<file path="src/rtl/pc_seq_pkg.sv">
// Shared definitions for the program-counter sequencer: op width and op encoding.
package pc_seq_pkg;

    localparam int OP_W = 3;

    // Opcodes issued by the control FSM, one per cycle. Values 6 and 7 are reserved.
    typedef enum logic [OP_W-1:0] {
        OP_HOLD   = 3'd0,
        OP_INC    = 3'd1,
        OP_JUMP   = 3'd2,
        OP_BRANCH = 3'd3,
        OP_CALL   = 3'd4,
        OP_RET    = 3'd5
    } op_e;

endpackage

</file>
<file path="src/rtl/pc_ret_stack.sv">
// Hardware return-address stack: register array addressed by a depth pointer.
// Only the pointer is reset; entry contents are don't-care until pushed.
module pc_ret_stack #(
    parameter int ADDR_W      = 6,
    parameter int STACK_DEPTH = 4
) (
    input  logic                         clk,
    input  logic                         reset,
    input  logic                         push,
    input  logic                         pop,
    input  logic [ADDR_W-1:0]            din,
    output logic [ADDR_W-1:0]            dout,
    output logic [$clog2(STACK_DEPTH):0] depth,
    output logic                         full,
    output logic                         empty
);

    localparam int PW = $clog2(STACK_DEPTH);
    localparam int DW = PW + 1;

    logic [ADDR_W-1:0] mem_q [STACK_DEPTH];
    logic [DW-1:0]     depth_q;
    logic [DW-1:0]     depth_d;
    logic [PW-1:0]     wr_idx;
    logic [PW-1:0]     rd_idx;

    // Next free slot is the low bits of depth; the top entry sits one below it
    // (modulo the array size, which also covers the full case).
    assign wr_idx = depth_q[PW-1:0];
    assign rd_idx = wr_idx - PW'(1);

    assign dout  = mem_q[rd_idx];
    assign depth = depth_q;
    assign full  = (depth_q == DW'(STACK_DEPTH));
    assign empty = (depth_q == '0);

    // Pointer update; the caller never asserts push and pop together.
    always_comb begin
        depth_d = depth_q;
        if (push && !full) begin
            depth_d = depth_q + DW'(1);
        end else if (pop && !empty) begin
            depth_d = depth_q - DW'(1);
        end
    end

    // Depth pointer register, cleared by reset.
    always_ff @(posedge clk) begin
        if (reset) begin
            depth_q <= '0;
        end else begin
            depth_q <= depth_d;
        end
    end

    // Entry storage, written on a non-full push.
    always_ff @(posedge clk) begin
        if (push && !full && !reset) begin
            mem_q[wr_idx] <= din;
        end
    end

endmodule

</file>
<file path="src/rtl/pc_seq.sv">
// Program-counter sequencer: op decode, next-PC mux, return stack and sticky
// stack/opcode fault flags. pc_next exposes the value pc takes at the next edge.
module pc_seq
    import pc_seq_pkg::*;
#(
    parameter int                ADDR_W      = 6,
    parameter int                OFF_W       = 6,
    parameter int                STACK_DEPTH = 4,
    parameter logic [ADDR_W-1:0] RESET_VEC   = '0
) (
    input  logic                         clk,
    input  logic                         reset,
    input  logic                         stall,
    input  logic [OP_W-1:0]              op,
    input  logic [ADDR_W-1:0]            target,
    input  logic [OFF_W-1:0]             offset,
    input  logic                         clr_err,
    output logic [ADDR_W-1:0]            pc,
    output logic [ADDR_W-1:0]            pc_next,
    output logic [$clog2(STACK_DEPTH):0] depth,
    output logic                         stack_full,
    output logic                         stack_empty,
    output logic                         ovf_err,
    output logic                         unf_err,
    output logic                         ill_err
);

    logic [ADDR_W-1:0]       pc_q;
    logic [ADDR_W-1:0]       pc_d;
    logic                    ovf_q, unf_q, ill_q;
    logic                    ovf_set, unf_set, ill_set;
    logic                    push, pop;
    logic [ADDR_W-1:0]       pc_inc;
    logic [ADDR_W-1:0]       off_ext;
    logic signed [OFF_W-1:0] offset_s;
    logic [ADDR_W-1:0]       stk_top;
    logic                    stk_full, stk_empty;

    // All PC arithmetic wraps modulo 2^ADDR_W; the offset is sign-extended first.
    assign offset_s = offset;
    assign off_ext  = ADDR_W'(offset_s);
    assign pc_inc   = pc_q + ADDR_W'(1);

    pc_ret_stack #(
        .ADDR_W      (ADDR_W),
        .STACK_DEPTH (STACK_DEPTH)
    ) u_stack (
        .clk   (clk),
        .reset (reset),
        .push  (push),
        .pop   (pop),
        .din   (pc_inc),
        .dout  (stk_top),
        .depth (depth),
        .full  (stk_full),
        .empty (stk_empty)
    );

    // Op decode and next-PC selection; reset beats stall beats op.
    always_comb begin
        pc_d    = pc_q;
        push    = 1'b0;
        pop     = 1'b0;
        ovf_set = 1'b0;
        unf_set = 1'b0;
        ill_set = 1'b0;
        if (reset) begin
            pc_d = RESET_VEC;
        end else if (!stall) begin
            case (op_e'(op))
                OP_HOLD:   pc_d = pc_q;
                OP_INC:    pc_d = pc_inc;
                OP_JUMP:   pc_d = target;
                OP_BRANCH: pc_d = pc_q + off_ext;
                OP_CALL: begin
                    if (stk_full) begin
                        ovf_set = 1'b1;
                    end else begin
                        push = 1'b1;
                        pc_d = target;
                    end
                end
                OP_RET: begin
                    if (stk_empty) begin
                        unf_set = 1'b1;
                    end else begin
                        pop  = 1'b1;
                        pc_d = stk_top;
                    end
                end
                default:   ill_set = 1'b1;
            endcase
        end
    end

    // PC register; reset value is already folded into pc_d.
    always_ff @(posedge clk) begin
        pc_q <= pc_d;
    end

    // Sticky fault flags: clr_err clears, but a same-cycle new event keeps the flag set.
    always_ff @(posedge clk) begin
        if (reset) begin
            ovf_q <= 1'b0;
            unf_q <= 1'b0;
            ill_q <= 1'b0;
        end else begin
            ovf_q <= (ovf_q & ~clr_err) | ovf_set;
            unf_q <= (unf_q & ~clr_err) | unf_set;
            ill_q <= (ill_q & ~clr_err) | ill_set;
        end
    end

    assign pc          = pc_q;
    assign pc_next     = pc_d;
    assign stack_full  = stk_full;
    assign stack_empty = stk_empty;
    assign ovf_err     = ovf_q;
    assign unf_err     = unf_q;
    assign ill_err     = ill_q;

endmodule

</file>
<file path="config.mk">
export PLATFORM = sky130hd
export DESIGN_NAME = pc_seq
export DESIGN_NICKNAME = d
export VERILOG_FILES = /design/src/rtl/pc_seq_pkg.sv /design/src/rtl/pc_ret_stack.sv /design/src/rtl/pc_seq.sv
export SDC_FILE = /design/constraint.sdc
export NUM_CORES = 1
export LEC_CHECK = 0
export ABC_AREA = 1
export BUFFER_PORTS_ARGS = -buffer_cell sky130_fd_sc_hd__buf_4
export CAP_MARGIN = 5
export CORE_AREA = 2 2 68 70
export CTS_CLUSTER_SIZE = 14
export DETAILED_ROUTE_END_ITERATION = 12
export DIE_AREA = 0 0 70 72
export PLACE_DENSITY = 0.71
export SYNTH_ARGS = -nofsm -noshare
export SYNTH_HDL_FRONTEND = slang
export SYNTH_SLANG_ARGS = --single-unit
</file>
<file path="constraint.sdc">
create_clock -name clk -period 2.8 [get_ports clk]
set_clock_uncertainty 0.05 [all_clocks]
set_input_delay 0.14 -clock clk [delete_from_list [all_inputs] [get_ports clk]]
set_output_delay 0.14 -clock clk [all_outputs]
set_load 0.02 [all_outputs]
</file>
==> flow_metrics.env, run 1 <==
export IMPL_cts_root_buf="clkbuf_8"
export IMPL_p_leak_nw=1.14
export IMPL_ys_seq_elements=36
export IMPL_p_comb_frac=0.146
export IMPL_yosys_area_share_simple=0.294
export IMPL_synth_distinct_cells=32
export IMPL_rrSetupSlack_ns=0.50
export IMPL_clkSinkCount=36
export IMPL_seq_area_frac_synth=0.463
export IMPL_rsz0062_at_grt="false"
export IMPL_setup_worst_path_start="u_stack.depth[1]"
export IMPL_regArea_um2=961
export IMPL_fill_cells=397
export IMPL_path_cells="inv_1, ha_1, inv_1, nand3_1, nand3_1, nand4_1, nand2_1, a21oi_1, buf_4"
export IMPL_fin_nets=319
export IMPL_synth_mux_area_frac=0
export IMPL_period_needed_ns=2.37
export IMPL_finalSetupViolCount=0
export IMPL_swShare=0.260
export IMPL_hold_class="input pin to register"
export IMPL_grt_max_degree=17
export IMPL_yosysWarningCount=0
export IMPL_clock_latency_ns=0.29
export IMPL_netlist_area_leader_share=0.347
export IMPL_syn_nets=275
export IMPL_r2r_cells=11
export IMPL_maxSlewHeadroom=0.596
export IMPL_critPathKind="register to output pin"
export IMPL_overflow=0
export IMPL_critPathLaunchType="register"
export IMPL_multi_input_area_um2=985
export IMPL_cap_viol_max_count=0
export IMPL_hp_start="reset"
export IMPL_finalHoldViolCount=0
export IMPL_tritoncts="built"
export IMPL_critPathMaxFanout=7
export IMPL_utilization=0.594
export IMPL_tightest_slew_ns=0.604
export IMPL_slowest_delay_ns=0.43
export IMPL_cts_made_buffers=5
export IMPL_slew_viol_final=0
export IMPL_vias_per_cell=5.19
export IMPL_syn_cell_area_um2=2070
export IMPL_cts_buffer_depth=2
export IMPL_grt_pass1_wl_um=7940
export IMPL_rows=24
export IMPL_vias=1766
export IMPL_netlist_top_cells_area="edfxtp_1, nand2_1, dfxtp_1"
export IMPL_synth_top_family_by_area="simple AND/OR/NAND/NOR gates"
export IMPL_hold_buffers=0
export IMPL_antenna_found_initial=0
export IMPL_io_buffers=38
export IMPL_p_switching_uw=322
export IMPL_synth_area_leader_cell="edfxtp_1"
export IMPL_syn_inst=243
export IMPL_outcome="completed"
export IMPL_htree_levels=2
export IMPL_crit_required_ns=2.61
export IMPL_endpoint="pc_next[2]"
export IMPL_timing_rr_start="u_stack.depth[1]"
export IMPL_internal_power_uw=918
export IMPL_sequentialPowerShare=0.475
export IMPL_die_x_um=70
export IMPL_yosys_area_share_xor_xnor=0.0211
export IMPL_cp_data_arrival_time_ns=2.18
export IMPL_pwr_share_clk=0.378
export IMPL_drt_pass1_iter_count=4
export IMPL_slowest_stage="dfxtp_1"
export IMPL_drive_above_1_share=0.222
export IMPL_worstReg2RegEnd="u_stack.depth[2]"
export IMPL_synth_compound_area_frac=0.0736
export IMPL_ant_nets=0
export IMPL_endpoint_kind="output pin"
export IMPL_diodes=0
export IMPL_fmax_mhz=421
export IMPL_drt_initial_drc_count=110
export IMPL_dieArea_um2=5040
export IMPL_core_um2=4260
export IMPL_power_per_cell_area_nw_per_um2=489
export IMPL_clk_pin_slew_ns=0.08
export IMPL_cts_resized=0
export IMPL_finalCritPeriodShare=0.848
export IMPL_first_global_vias=1710
export IMPL_initial_core_util=0.487
export IMPL_wl_per_cell_um=14.0
export IMPL_dp_hpwl_um=3570
export IMPL_track_usage=0.203
export IMPL_io_pins=39
export IMPL_die_y_um=72
export IMPL_area_delta_synth_final_pct=22.2
export IMPL_ir_drop_v=0.000290
export IMPL_cts_setup_buffers=0
export IMPL_avgSynthCellArea_um2=8.54
export IMPL_drc=0
export IMPL_routed_wl_um=4760
export IMPL_setup_tns_ns=0
export IMPL_yosys_area_share_adder=0.0856
export IMPL_gp_congestion=0.914
==> critical path, delay by kind of cell, from the launching register on <==
kind	cells	cell delay, ns
AO/OA/AOI/OAI	1	0.20
adder cells (fa/ha/maj)	1	0.43
buffers and inverters	3	0.47
flip-flops	1	0.43
AND/OR/NAND/NOR	4	0.37
==> sequential cells by signal (all words and copies together) (netlist names) <==
signal         flops
u_stack.mem_q     24
pc                 6
u_stack.depth      3
ill_err            1
ovf_err            1
unf_err            1
==> cell usage in the layout, fill, tap and decap left out, drive strengths merged, types with 5 or more instances in the layout <==
| cell | synthesis | routed |
|---|---|---|
| nand2 | 72 | 72 |
| buf | 2 | 40 |
| nand3 | 32 | 32 |
| inv | 29 | 30 |
| edfxtp | 24 | 24 |
| nor2 | 20 | 20 |
| dfxtp | 12 | 12 |
| a21oi | 12 | 12 |
| ha | 11 | 11 |
| o21ai | 7 | 7 |
| nand4 | 6 | 6 |
| clkbuf | 1 | 5 |
==> cell usage after synthesis <==
| master | number |
|---|---|
| xor2_1 | 4 |
| o21ai_2 | 1 |
| nand2_1 | 70 |
| ha_1 | 11 |
| and2_1 | 1 |
| nand3b_1 | 1 |
| a21oi_4 | 1 |
| clkbuf_1 | 1 |
| nand2_2 | 2 |
| nor2_8 | 1 |
| buf_2 | 1 |
| a21oi_1 | 11 |
| nor2_1 | 16 |
| dfxtp_1 | 12 |
| nand3_2 | 2 |
| o21ai_4 | 1 |
| o21bai_1 | 1 |
| or2_2 | 1 |
| edfxtp_1 | 24 |
| o32ai_1 | 1 |
| a41oi_1 | 1 |
| nand3_1 | 30 |
| inv_1 | 26 |
| fa_1 | 2 |
| xnor2_1 | 1 |
| inv_2 | 3 |
| o22ai_1 | 1 |
| buf_6 | 1 |
| o21ai_0 | 5 |
| nand4_1 | 6 |
| or2_4 | 1 |
| nor2_2 | 3 |
==> layout make-up <==
type                       count  area share
multi-input combinational    175       0.388
sequential                    36       0.379
clock buffer                   5      0.0271
clock inverter                 3      0.0183
inverter                      29      0.0429
tap                           52      0.0257
timing repair buffer          40       0.118
==> routing by layer <==
| metal | vias to the layer above | GRT usage | routed length (µm) |
|---|---|---|---|
| met5 | - | 0 | 0 |
| met4 | 0 | 0.0620 | 53 |
| met3 | 8 | 0.0556 | 369 |
| met2 | 69 | 0.322 | 2210 |
| met1 | 793 | 0.274 | 2130 |
| li1 | 896 | - | - |
==> power by group through the flow <==
stage	logic, mW	registers, mW	clock network [mW]
after global routing	0.200	0.591	0.505
after floorplan	0.102	0.607	0
after CTS	0.182	0.589	0.475
after detailed placement	0.180	0.601	0
after global placement	0.179	0.601	0
final	0.181	0.589	0.469
==> worst min-delay path by stage <==
stage,cells after the start,endpoint
floorplan,2,ovf_err
global placement,2,pc[3]
detailed placement,2,pc[3]
CTS,2,pc[3]
global route,2,pc[4]
finish,2,pc[3]
==> kinds of logic (layout without fill, tap and decap cells) <==
group	after synthesis	count (layout)
compound gates	23	23
xor+xnor	5	5
buf+inv	32	77
simple gates	134	134
fa+ha+maj	13	13
flops	36	36
==> metrics by stage <==
step / hold slack, ns / setup slack, ns / total power [mW] / instance area, µm² / instances
after detailed placement: 0.352 / 0.522 / 0.782 / 2420 / 332
after global placement: 0.355 / 0.604 / 0.780 / 2420 / 332
after global routing: 0.0642 / 0.243 / 1.30 / 2530 / 340
final: 0.0500 / 0.425 / 1.24 / 2530 / 340
after floorplan: 0.297 / 0.313 / 0.709 / 2070 / 243
after CTS: 0.0429 / 0.438 / 1.25 / 2530 / 340
Power figures use the tool's default switching activity.
==> run 2: changes to the inputs <==
PLACE_DENSITY = 0.74   (was 0.71)
clock period = 1.9 ns   (was 2.8 ns; I/O delays follow)
==> flow_metrics.env, run 2 (same netlist as run 1, synthesis figures left out) <==
export IMPL_endpoint_kind="output pin"
export IMPL_drt_initial_drc_count=83
export IMPL_timing_rr_start="u_stack.depth[0]"
export IMPL_pwr_share_clk=0.359
export IMPL_path_cells="ha_4, fa_2, nand2_1, nand4_1, nand2_1, a21oi_2, buf_4"
export IMPL_layout_common_cells="nand2_1, buf_4, nand3_1, edfxtp_1, inv_1"
export IMPL_vias_per_cell=5.21
export IMPL_fin_nets=345
export IMPL_cap_viol_max_count=0
export IMPL_ir_drop_v=0.000489
export IMPL_maxSlewHeadroom=0.792
export IMPL_final_common_cell="nand2_1"
export IMPL_io_buffers=38
export IMPL_largest_register_ffs=24
export IMPL_rrSetupSlack_ns=0.07
export IMPL_worstReg2RegEnd="u_stack.depth[2]"
export IMPL_antenna_found_initial=0
export IMPL_finalHoldViolCount=0
export IMPL_diodes=0
export IMPL_endpoint="pc_next[1]"
export IMPL_drt_pass1_iter_count=4
export IMPL_dieArea_um2=5040
export IMPL_wl_per_cell_um=14.3
export IMPL_dp_hpwl_um=3670
export IMPL_p_leak_nw=1.30
export IMPL_drive_above_1_share=0.376
export IMPL_routed_wl_um=5230
export IMPL_period_needed_ns=2.07
export IMPL_cts_made_buffers=5
export IMPL_grt_max_degree=17
export IMPL_finalWorstSetupSlack_ns=-0.175
export IMPL_drc=0
export IMPL_die_x_um=70
export IMPL_p_comb_frac=0.181
export IMPL_slew_viol_final=0
export IMPL_power_per_cell_area_nw_per_um2=646
export IMPL_overflow=0
export IMPL_total_power_mw=1.87
export IMPL_cts_buffer_depth=2
export IMPL_area_delta_synth_final_pct=39.6
export IMPL_hold_class="input pin to register"
export IMPL_io_pins=39
export IMPL_core_um2=4260
export IMPL_utilization=0.679
export IMPL_fmax_mhz=482
export IMPL_sequentialPowerShare=0.460
export IMPL_clkSinkCount=36
export IMPL_cts_root_buf="clkbuf_8"
export IMPL_failed_checks="negative setup slack"
export IMPL_swShare=0.259
export IMPL_outcome="complete, but fails checks"
export IMPL_worst_hold_slack_ns=0.0400
export IMPL_ant_nets=0
export IMPL_clock_latency_ns=0.30
export IMPL_cp_data_arrival_time_ns=1.93
export IMPL_critPathLaunchType="register"
export IMPL_htree_levels=2
export IMPL_setup_worst_path_start="pc[0]"
export IMPL_rsz0062_at_grt="true"
export IMPL_critPathMaxFanout=2
export IMPL_top_register="u_stack.mem_q"
export IMPL_gp_congestion=0.875
export IMPL_crit_required_ns=1.75
export IMPL_timing_critical_path_mode_cell="nand2_1"
export IMPL_initial_core_util=0.487
export IMPL_post_place_ws_ns=0.0904
export IMPL_grt_pass1_wl_um=8290
export IMPL_finalCritPeriodShare=1.09
export IMPL_tightest_slew_ns=0.311
export IMPL_tritoncts="built"
export IMPL_finalSetupViolCount=6
export IMPL_p_switching_uw=485
export IMPL_internal_power_mw=1.39
export IMPL_slowest_delay_ns=0.51
export IMPL_critPathKind="register to output pin"
export IMPL_rows=24
export IMPL_vias=1906
export IMPL_first_global_vias=1778
export IMPL_r2r_cells=11
export IMPL_track_usage=0.215
export IMPL_clk_pin_slew_ns=0.07
export IMPL_die_y_um=72
export IMPL_slowest_stage="fa_2"
## run 2: cell count changes in the layout (fill, tap and decap cells not counted), sizes merged
cell         previous run  this run
buf                    40        65
clkbuf                  5         6
clkinv                  0         1
dlygate4sd3             0         1
inv                    30        28
## run 2: final cells by class
| class | count | area (µm²) |
|---|---|---|
| Tap cell | 52 | 65.1 |
| Multi-Input combinational cell | 175 | 1120 |
| Sequential cell | 36 | 968 |
| Clock buffer | 6 | 72.6 |
| Inverter | 29 | 118 |
| Clock inverter | 2 | 35.0 |
| Timing Repair Buffer | 66 | 520 |
| Fill cell | 337 | 1370 |
## run 2: worst min path at each step
| stage | start | to | slack [ns] | cells after the start |
|---|---|---|---|---|
| after global routing | clr_err | ill_err | 0.05 | 3 |
| after global placement | reset | pc[1] | 0.30 | 2 |
| after CTS | clr_err | unf_err | 0.04 | 3 |
| after detailed placement | reset | pc[2] | 0.31 | 2 |
| after floorplan | op[2] | ovf_err | 0.25 | 2 |
| final | clr_err | ill_err | 0.04 | 3 |
## run 2: repair_timing
action	4_1_cts	5_1_grt
endpoints found under the setup margin	6	8
endpoints found under the hold margin	3	0
resized for setup	21	9
setup buffers	8	5
hold buffers	1	0
pin swaps	10	17
## run 2: per-stage QoR
stage	area, µm²	TNS, ns	std cells
floorplan	2130	-0.291	243
global placement	2570	0	345
detailed placement	2570	0	345
CTS	2820	-0.685	361
global route	2900	-1.18	366
finish	2900	-0.513	366
## run 2: per-layer routing
layer	GRT usage	routed length (µm)	part of all wire
met2	0.365	2590	0.50
met3	0.0486	274	0.052
met1	0.275	2260	0.43
met5	0	0	0
met4	0.0705	97	0.019
## run 2: power by group through the flow
stage / clock, mW / combinational, mW / sequential [mW]
final: 0.673 / 0.338 / 0.862
after global routing: 0.706 / 0.368 / 0.863
after CTS: 0.686 / 0.323 / 0.861
after detailed placement: 0 / 0.296 / 0.877
after global placement: 0 / 0.293 / 0.876
after floorplan: 0 / 0.159 / 0.894
## run 2: worst max-delay path: cells and delay by family, from the launching register on
kind            cells  cell delay (ns)
fa+ha+maj           2             0.67
simple gates        3             0.26
compound gates      1             0.18
buf+inv             1             0.18
flops               1             0.34
==> run 3: changes to the inputs <==
clock period = 1.75 ns   (was 1.9 ns; I/O delays follow)
==> flow_metrics.env, run 3 (same netlist as run 1, synthesis figures left out) <==
export IMPL_rows=24
export IMPL_outcome="complete, but fails checks"
export IMPL_overflow=0
export IMPL_instances_no_fill=373
export IMPL_cts_root_buf="clkbuf_8"
export IMPL_grt_max_degree=17
export IMPL_top_register="u_stack.mem_q"
export IMPL_io_buffers=38
export IMPL_die_y_um=72
export IMPL_cts_buffer_depth=2
export IMPL_wl_per_cell_um=14.5
export IMPL_dp_hpwl_um=3690
export IMPL_multi_input_area_um2=1160
export IMPL_fin_nets=352
export IMPL_cap_viol_max_count=0
export IMPL_p_leak_nw=1.32
export IMPL_routed_wl_um=5390
export IMPL_dpl_cell_count=354
export IMPL_vias=1931
export IMPL_crit_required_ns=1.61
export IMPL_grt_pass1_wl_um=8590
export IMPL_hold_class="input pin to register"
export IMPL_die_x_um=70
export IMPL_tightest_slew_ns=0.296
export IMPL_hp_start="clr_err"
export IMPL_finalCritPeriodShare=1.13
export IMPL_cts_made_buffers=5
export IMPL_regArea_um2=970
export IMPL_ir_drop_v=0.000668
export IMPL_critPathLaunchType="register"
export IMPL_drive_above_1_share=0.408
export IMPL_period_needed_ns=1.98
export IMPL_clkSinkCount=36
export IMPL_finalSetupViolCount=8
export IMPL_power_per_cell_area_nw_per_um2=640
export IMPL_dieArea_um2=5040
export IMPL_holdPathStages=3
export IMPL_area_delta_synth_final_pct=44.5
export IMPL_clock_latency_ns=0.29
export IMPL_fill_cells=314
export IMPL_vias_per_cell=5.18
export IMPL_finalWorstSetupSlack_ns=-0.227
export IMPL_layout_common_cells="nand2_1, buf_4, nand3_1"
export IMPL_gp_congestion=0.872
export IMPL_endpoint_kind="output pin"
export IMPL_final_common_cell="nand2_1"
export IMPL_diodes=0
export IMPL_slew_viol_final=0
export IMPL_total_power_mw=1.92
export IMPL_core_um2=4260
export IMPL_setup_tns_ns=-1.29
export IMPL_drc=0
export IMPL_timing_rr_start="u_stack.depth[0]"
export IMPL_ant_nets=0
export IMPL_setup_worst_path_start="u_stack.depth[0]"
export IMPL_rsz0062_at_grt="true"
export IMPL_largest_register_ffs=24
export IMPL_critPathKind="register to output pin"
export IMPL_fmax_mhz=506
export IMPL_io_pins=39
export IMPL_cp_data_arrival_time_ns=1.84
export IMPL_initial_core_util=0.487
export IMPL_critPathMaxFanout=6
export IMPL_r2r_cells=12
export IMPL_maxSlewHeadroom=0.802
export IMPL_drt_pass1_iter_count=4
export IMPL_utilization=0.703
export IMPL_finalHoldViolCount=0
export IMPL_rrSetupSlack_ns=-0.09
export IMPL_failed_checks="negative setup slack"
export IMPL_drt_initial_drc_count=81
export IMPL_antenna_found_initial=0
export IMPL_clk_pin_slew_ns=0.07
export IMPL_track_usage=0.220
export IMPL_tritoncts="built"
export IMPL_first_global_vias=1849
export IMPL_htree_levels=2
run 3: cell types whose count changed in the layout (fill, tap and decap cells not counted), sizes merged:
cell / delta
clkinvlp: +1
bufinv: -1
dlygate4sd3: +1
buf: +6
inv: +1
clkbuf: -1
run 3: worst max-delay path: stages, from the launching register on:
cell     delay [ns]
dfxtp_4        0.36
inv_4          0.04
ha_4           0.15
nand2_2        0.07
nand3_2        0.10
buf_6          0.15
nand2_4        0.09
nand2_2        0.06
nand2_1        0.06
nor2_1         0.05
nand2_1        0.05
nand2_1        0.06
a21oi_2        0.15
buf_4          0.16
run 3: layout make-up:
cell class,count,area share
well taps,52,0.0217
multi-input cells,175,0.389
clock buffers,5,0.0230
clock inverters,3,0.00710
repair buffers,73,0.197
inverters,29,0.0392
flip-flops and latches,36,0.323
run 3: what timing repair did:
item,CTS,global route
pin swaps,15,8
hold endpoints to repair,2,0
setup endpoints to repair,8,33
gates resized for setup,28,17
buffers inserted,8,2
hold buffers,2,0
run 3: per-layer routing:
layer,wire [µm],GRT usage
met5,0,0
met4,67,0.0598
met3,343,0.0500
met2,2650,0.375
met1,2330,0.284
run 3: through the flow:
step	instance area, µm²	hold slack (ns)	setup slack, ns
2_1_floorplan	2130	0.244	-0.254
3_3_place_gp	2640	0.296	0.0343
3_5_place_dp	2640	0.299	-0.0247
4_1_cts	2910	0.0480	-0.229
5_1_grt	3000	0.0615	-0.339
6_report	3000	0.0536	-0.227
run 3: worst paths after layout:
path,end
hold / removal,unf_err
setup reg to reg,u_stack.depth[2]
hold reg to reg,ill_err
setup / recovery,pc_next[3]
run 3: report_power, final:
| group | internal (mW) | switching, mW |
|---|---|---|
| Combinational | 0.176 | 0.214 |
| Clock | 0.282 | 0.311 |
| Sequential | 0.921 | 0.0141 |
| Total | 1.38 | 0.539 |
